<file path="src/rtl/cpu_pkg.sv">
// cpu_pkg: shared encodings for the multi-cycle CPU control sequencer
package cpu_pkg;
  typedef enum logic [2:0] {
    S_FETCH  = 3'd0,
    S_DECODE = 3'd1,
    S_EXEC   = 3'd2,
    S_MEM    = 3'd3,
    S_WB     = 3'd4,
    S_START  = 3'd5,
    S_ERROR  = 3'd7
  } state_t;
  localparam logic [3:0] OP_ALUR   = 4'd0;
  localparam logic [3:0] OP_CMPR   = 4'd2;
  localparam logic [3:0] OP_SW     = 4'd5;
  localparam logic [3:0] OP_BRANCH = 4'd6;
  localparam logic [3:0] OP_ALUI   = 4'd8;
  localparam logic [3:0] OP_LW     = 4'd9;
  localparam logic [3:0] OP_CMPI   = 4'd10;
  localparam logic [3:0] OP_JAL    = 4'd11;
  localparam logic [1:0] PC_PLUS4  = 2'd0;
  localparam logic [1:0] PC_BRANCH = 2'd1;
  localparam logic [1:0] PC_JUMP   = 2'd2;
  localparam logic [1:0] WB_ALU    = 2'd0;
  localparam logic [1:0] WB_MDR    = 2'd1;
  localparam logic [1:0] WB_PC     = 2'd2;
  function automatic logic is_legal(input logic [3:0] op);
    return op inside {OP_ALUR, OP_ALUI, OP_CMPR, OP_CMPI, OP_LW, OP_SW, OP_BRANCH, OP_JAL};
  endfunction
endpackage

</file>
<file path="src/rtl/ack_timeout_counter.sv">
// ack_timeout_counter: counts no-ack cycles of one memory access and flags expiry
module ack_timeout_counter #(
  parameter int TIMEOUT = 255
) (
  input  logic clk,
  input  logic reset_n,
  input  logic clear,
  input  logic inc,
  output logic expired
);
  logic [7:0] count;
  // clear has priority so a completed access never carries its wait count forward
  always_ff @(posedge clk or negedge reset_n)
    if (!reset_n) count <= '0;
    else if (clear) count <= '0;
    else if (inc) count <= count + 8'd1;
  assign expired = count == 8'(TIMEOUT);
endmodule

</file>
<file path="src/rtl/cpu_sequencer.sv">
// cpu_sequencer: multi-cycle FETCH/DECODE/EXEC/MEM/WB control with shared memory port arbitration
module cpu_sequencer
  import cpu_pkg::*;
#(
  parameter int TIMEOUT = 255
) (
  input  logic        clk,
  input  logic        reset_n,
  input  logic [3:0]  opcode,
  input  logic        br_taken,
  input  logic        mem_ack,
  output logic        mem_req,
  output logic        mem_sel,
  output logic        mem_we,
  output logic        ir_load,
  output logic        mdr_load,
  output logic        pc_load,
  output logic [1:0]  pc_src,
  output logic        alu_src,
  output logic        reg_write,
  output logic [1:0]  wb_sel,
  output logic [2:0]  state,
  output logic        halt_err,
  output logic        bus_err,
  output logic [31:0] instr_count
);
  state_t st, nxt;
  logic [3:0] op_q;
  logic mem_phase, expired, retire;
  assign mem_phase = st == S_FETCH || st == S_MEM;
  assign retire = nxt == S_FETCH && (st == S_EXEC || st == S_MEM || st == S_WB);
  assign state = st;
  ack_timeout_counter #(.TIMEOUT(TIMEOUT)) u_timeout (
    .clk     (clk),
    .reset_n (reset_n),
    .clear   (!mem_phase || mem_ack),
    .inc     (!mem_ack),
    .expired (expired)
  );
  // next state and Moore strobes; an ack in the expiring cycle still completes the access
  always_comb begin
    nxt = st;
    mem_req = 1'b0;
    mem_sel = 1'b0;
    mem_we = 1'b0;
    ir_load = 1'b0;
    mdr_load = 1'b0;
    pc_load = 1'b0;
    pc_src = PC_PLUS4;
    alu_src = 1'b0;
    reg_write = 1'b0;
    wb_sel = WB_ALU;
    case (st)
      S_START: nxt = S_FETCH;
      S_FETCH: begin
        mem_req = 1'b1;
        ir_load = mem_ack;
        pc_load = mem_ack;
        nxt = mem_ack ? S_DECODE : expired ? S_ERROR : S_FETCH;
      end
      S_DECODE: nxt = is_legal(opcode) ? S_EXEC : S_ERROR;
      S_EXEC: begin
        alu_src = !(op_q == OP_ALUR || op_q == OP_CMPR);
        if (op_q == OP_BRANCH) begin
          pc_load = br_taken;
          pc_src = PC_BRANCH;
          nxt = S_FETCH;
        end else if (op_q == OP_JAL) begin
          reg_write = 1'b1;
          wb_sel = WB_PC;
          pc_load = 1'b1;
          pc_src = PC_JUMP;
          nxt = S_FETCH;
        end else nxt = (op_q == OP_LW || op_q == OP_SW) ? S_MEM : S_WB;
      end
      S_MEM: begin
        mem_req = 1'b1;
        mem_sel = 1'b1;
        mem_we = op_q == OP_SW;
        mdr_load = mem_ack && op_q == OP_LW;
        nxt = !mem_ack ? (expired ? S_ERROR : S_MEM) : op_q == OP_LW ? S_WB : S_FETCH;
      end
      S_WB: begin
        reg_write = 1'b1;
        wb_sel = op_q == OP_LW ? WB_MDR : WB_ALU;
        nxt = S_FETCH;
      end
      default: nxt = S_ERROR;
    endcase
  end
  // state, latched opcode, sticky error flags and retire counter
  always_ff @(posedge clk or negedge reset_n)
    if (!reset_n) begin
      st <= S_START;
      op_q <= OP_ALUR;
      halt_err <= 1'b0;
      bus_err <= 1'b0;
      instr_count <= '0;
    end else begin
      st <= nxt;
      if (st == S_DECODE) op_q <= opcode;
      halt_err <= halt_err | (st == S_DECODE && !is_legal(opcode));
      bus_err <= bus_err | (mem_phase && !mem_ack && expired);
      if (retire) instr_count <= instr_count + 32'd1;
    end
endmodule

</file>
<file path="config.mk">
export PLATFORM = sky130hd
export DESIGN_NAME = cpu_sequencer
export DESIGN_NICKNAME = d
export VERILOG_FILES = /design/src/rtl/cpu_pkg.sv /design/src/rtl/ack_timeout_counter.sv /design/src/rtl/cpu_sequencer.sv
export SDC_FILE = /design/constraint.sdc
export NUM_CORES = 1
export LEC_CHECK = 0
export ABC_AREA = 1
export BUFFER_PORTS_ARGS = -buffer_cell sky130_fd_sc_hd__buf_4
export CORE_UTILIZATION = 62
export CTS_BUF_LIST = sky130_fd_sc_hd__clkbuf_8
export CTS_CLUSTER_DIAMETER = 120
export CTS_CLUSTER_SIZE = 30
export DETAILED_ROUTE_END_ITERATION = 10
export PLACE_DENSITY = 0.91
export SETUP_SLACK_MARGIN = 0.02
export SKIP_CTS_REPAIR_TIMING = 1
export SYNTH_ARGS = -nofsm -noshare
export SYNTH_HDL_FRONTEND = slang
export SYNTH_SLANG_ARGS = --single-unit
</file>
<file path="constraint.sdc">
create_clock -name clk -period 2.5 [get_ports clk]
set_clock_uncertainty 0.05 [all_clocks]
set_input_delay 0.25 -clock clk [delete_from_list [all_inputs] [get_ports clk]]
set_output_delay 0.25 -clock clk [all_outputs]
set_load 0.02 [all_outputs]
</file>
# After elaboration in Yosys (flattened, before gate mapping)
# Index checks and enable logic that the tools add are counted.
[totals]
register_bits = 49
in_bits = 8
word_cells = 80
[classes]
addsub = 2
eq_ne = 19
muxes = 29
bitwise = 2
reduce_logical = 22
[op_table]
columns = ["op", "count"]
rows = [
  ["$add 32x1->32 const B", 1],
  ["$mux 3", 9],
  ["$eq 4x4->1 const B", 6],
  ["$eq 4x3->1 const B", 4],
  ["$mux 8", 2],
  ["$pmux 3 s5", 1],
  ["$mux 1", 10],
  ["$add 8x1->8 const B", 1],
  ["$eq 4x2->1 const B", 2],
  ["$eq 8x8->1 const B", 1],
  ["$logic_not 4->1", 2],
  ["$mux 2", 4],
  ["$reduce_bool 8->1", 1],
  ["$eq 3x2->1 const B", 2],
  ["$eq 3x3->1 const B", 2],
  ["$logic_not 3->1", 2],
  ["$logic_or 1x1->1", 6],
  ["$logic_and 1x1->1", 5],
  ["$logic_not 1->1", 4],
  ["$pmux 1 s2", 2],
  ["$pmux 2 s2", 1],
  ["$reduce_or 2->1", 2],
  ["$eq 3x1->1 const B", 1],
  ["$ne 2x1->1 const B", 1],
  ["$or 1x1->1", 2],
]

# Depth between registers and ports, before layout
[depth]
ltp_word = 8
depth_mapped = 12
mapped_depth_nobuf = 11

# Modules after synthesis
# A second synthesis with hierarchy kept.
[hier_totals]
cells_unflattened = 485
hier_area_um2 = 3320.7
[modules_own_cells]
columns = ["module", "instances", "cells_per_inst", "area_each_um2", "seq_area_each_um2"]
rows = [
  ["cpu_sequencer", 1, 424, 2877.8, 1028.5],
  ["ack_timeout_counter", 1, 61, 442.9, 200.2],
]

# Least setup slack after synthesis
# No wires, ideal clock.
[synth_path]
kind = "register -> register"
from = "reg st[0], in the netlist state[0]"
to = "reg instr_count[16]"
t_arrival_ps = 1700
path_slack_ps = 633
path_stages_with_launch = 9
n_path_buf = 1
period_less_slack_ps = 1867
cell_sequence = "dfstp_2 nand3_4 nor2_1 nor2_1 nand2_1 nor2_8 buf_2 nand3_1 nand2_1"
[synth_via]
elab_chain_cells = 5
elab_cells_between_ends = 12
cone_classes = "5 x eq/ne; 1 x mux; 6 x reduce/logical"
[synth_lines]
columns = ["element", "line", "source"]
rows = [
  ["start: declaration", "cpu_sequencer.sv:27", "state_t st, nxt;"],
  ["start signal: assignment", "cpu_sequencer.sv:100", "st <= nxt;"],
  ["$eq 3x3->1, on equally long branches", "cpu_sequencer.sv:31, cpu_sequencer.sv:53", ""],
  ["$reduce_or 2->1 (no line)", "n/a", ""],
  ["$pmux 3 s5", "cpu_sequencer.sv:53", "case (st)"],
  ["$logic_not 3->1", "cpu_sequencer.sv:31", "assign retire = nxt == S_FETCH && (st == S_EXEC || st == S_MEM || st == S_WB);"],
  ["$logic_and 1x1->1 *", "cpu_sequencer.sv:31", ""],
  ["end signal: assignment", "cpu_sequencer.sv:104", "if (retire) instr_count <= instr_count + 32'd1;"],
  ["end: declaration", "cpu_sequencer.sv:25", "output logic [31:0] instr_count"],
]
# Every way passes the cells marked *; elsewhere a longest branch is shown, timed or not.
# A chain may end at the register's enable or synchronous reset.

# Final worst setup path
[layout_path]
from = "reg st[2], in the netlist state[2]"
to = "reg instr_count[27]"
# Same word-level chain as after synthesis.

==> impl_metrics.yaml <==
timing:
  worstMarginPinSlew_ns: 0.613
  rsz0062_at_grt: "no"
  setup_viol: 0
  relSlewSlack_pct: 59.2
  drv_slew: 0
  hold_ws_ns: 0.115
  max_freq_ghz: 0.454
  tns_ns: 0
  fin_ws_ns: 0.297
  period_share_pct: 88.1
  period_needed_ns: 2.20
  hold_viol: 0
drt:
  drtIter0Drc: 268
  ant_nets: 0
  drt_wl_total_um: 7640
  vias: 3049
  wl_per_cell_um: 13.3
  vias_per_cell: 5.32
  dr.pass1.iters: 5
  drc: 0
synth:
  synth.avg_cell_area_um2: 7.02
  yosys.area_share.adder_pct: 0.794
  synth_top_family_by_area: "simple AND/OR/NAND/NOR gates"
  synth-compound-area-share_pct: 3.45
  synth-simple-area-share_pct: 42.3
  ys.flop_type: "dfrtp_1"
  async_reset_ff_share_pct: 100
  synth.largest_area_cell: "dfrtp_1"
  ys_seq_area_share_pct: 39.0
  synth-edff-count: 0
  yosys_warnings: 0
  netlist_instances: 449
  synth_top_area_share_pct: 37.3
  ys_top_cells_by_area: "dfrtp_1 37%, nand2_1 20%, nor2_1 8.6%, nand3_1 5.9%, inv_1 4.3%"
  mappedNetlistNets: 459
  ys_seq_elements: 49
  synthMuxAreaShare_pct: 0
  synth-xor-area-share_pct: 7.50
  syn-cell-area_um2: 3150
  ys_types: 30
die:
  rows: 25
  dieWidth_um: 73.3
  core_um2: 4820
  initial_utilization_pct: 65.4
  die_h_um: 73.3
  dieArea_um2: 5370
  boundaryPins: 57
grt:
  antenna_found_initial: 0
  grt_first_pass_wirelength_um: 12800
  grt_max_degree: 50
  grtUsageTotal_pct: 31.0
  grt_pass1_vias: 2789
  overflow: 0
  grt_util_met1_pct: 40.8
  grt_busiest_layer: "met2"
  use_met2_pct: 52.1
  met3_usage_pct: 5.49
layout:
  fin_nets: 515
  layout_common_cells: "168 x nand2_1, 72 x nor2_1, 58 x buf_4, 47 x dfrtp_1, 37 x nand3_1"
  area_growth_pct: 18.3
  drive_above_1_share_pct: 18.0
  num_antenna_cells: 0
  final_common_cell: "nand2_1"
worst_setup_path:
  timing.rr.end: "instr_count[27]"
  worst_setup_path_start_kind: "flop"
  crit_start: "state[2]"
  rr_startpoint: "state[2]"
  worst_ep_required_time_ns: 2.64
  critical_path_class: "reg -> reg"
  crit_end: "instr_count[27]"
  ff2ff_setup_slack_ns: 0.30
  cp_data_arrival_time_ns: 2.34
  rr_worst_depth: 11
  crit_fanout: 32
  end_kind: "flop"
clock_network:
  ctsHtreeMaxLevel: 2
  insertion_delay_ns: 0.30
  clockBufferDepth: 2
  path_clk_slew_ns: 0.09
  cts-root-buf: "clkbuf_8"
  cts_tree: "built"
  cts.sinks: 49
  cts_buffers: 5
hold_path:
  hold_class: "in -> reg"
  worstHoldPathCells: 3
  hp-start: "opcode[3]"
power_and_ir_drop:
  vdd_drop_max_v: 0.000231
  p_leak_nw: 1.87
  power_density_nw_per_um2: 381
place:
  hpwl_um: 5700
  portBuffers: 56
  dp_slack_ns: 0.329
  place.gp.congestion: 0.933
run:
  drv_cap: 0
status:
  run_status: "finished, final reports clean"
## routing by layer
layer,vias to the layer above,part of all wire [%],routed length (um)
met4,0,2.1,163
met5,-,0,0
met2,132,48,3680
met1,1398,42,3210
met3,24,7.7,587
li1,1495,-,-
## kinds of logic (layout without fill, tap and decap cells)
group                    after synthesis  count (layout)
AND/OR/NAND/NOR                      304             304
flip-flops                            49              49
buffers and inverters                 49             106
XOR/XNOR                              27              27
AO/OA/AOI/OAI                         18              18
adder cells (fa/ha/maj)                2               2
## metrics by stage
stage	std cells	util, %	power [mW]	area (um^2)
4_1_cts	572	77.2	1.43	3720
3_5_place_dp	564	74.7	0.840	3600
6_report	573	77.4	1.42	3730
2_1_floorplan	449	-	0.813	3150
5_1_grt	573	77.4	1.47	3730
3_3_place_gp	564	74.7	0.839	3600
## final cells by class
| class | instances | area, um^2 |
|---|---|---|
| clock buffer | 6 | 82.6 |
| sequential | 49 | 1230 |
| tap | 67 | 83.8 |
| inverter | 39 | 146 |
| timing repair buffer | 59 | 445 |
| multi-input combinational | 351 | 1700 |
| clock inverter | 2 | 37.5 |
| fill | 375 | 1090 |
## report_power, final
group / switching (mW) / internal (mW) / leakage (nW) / total, mW
Clock: 0.268 / 0.325 / 0.0574 / 0.594
Combinational: 0.0234 / 0.00999 / 1.17 / 0.0334
Sequential: 0 / 0.792 / 0.641 / 0.792
Total: 0.292 / 1.13 / 1.87 / 1.42
## worst max-delay path, stage by stage, from the launching register on
cell and delay, ns:
dfstp_2 0.58, inv_2 0.08, nand2_1 0.09, nor2_1 0.09, nand2_1 0.08, nor2_1 0.04, nand2_1 0.07, nand2_1 0.14
nor2_8 0.28, nand3_4 0.35, nand2_1 0.15, nand2_1 0.08
## cell usage after synthesis (2+ instances only)
master and n:
nand2_1 168, nor2_1 72, dfrtp_1 47, nand3_1 37, inv_1 36, xor2_1 15
xnor2_1 12, o21ai_0 8, nor2_2 7, a21oi_1 6, buf_2 5, nand3b_1 5
buf_6 3, inv_2 3, nand2_2 3, nand3_4 3, nor3_1 3, buf_4 2
dfstp_2 2, ha_1 2
## flip-flops by register name (all words and copies together) (netlist names)
signal and count:
bus_err 1, instr_count 32, state 3, op_q 4
halt_err 1, u_timeout.count 8
## how the worst min path moves through the flow
stage	endpoint	slack (ns)
6_report	op_q[3]	0.12
5_1_grt	op_q[1]	0.15
4_1_cts	halt_err	-0.07
3_5_place_dp	u_timeout.count[0]	0.25
3_3_place_gp	u_timeout.count[1]	0.24
2_1_floorplan	bus_err	-0.1
Power figures use the tool's default switching activity.
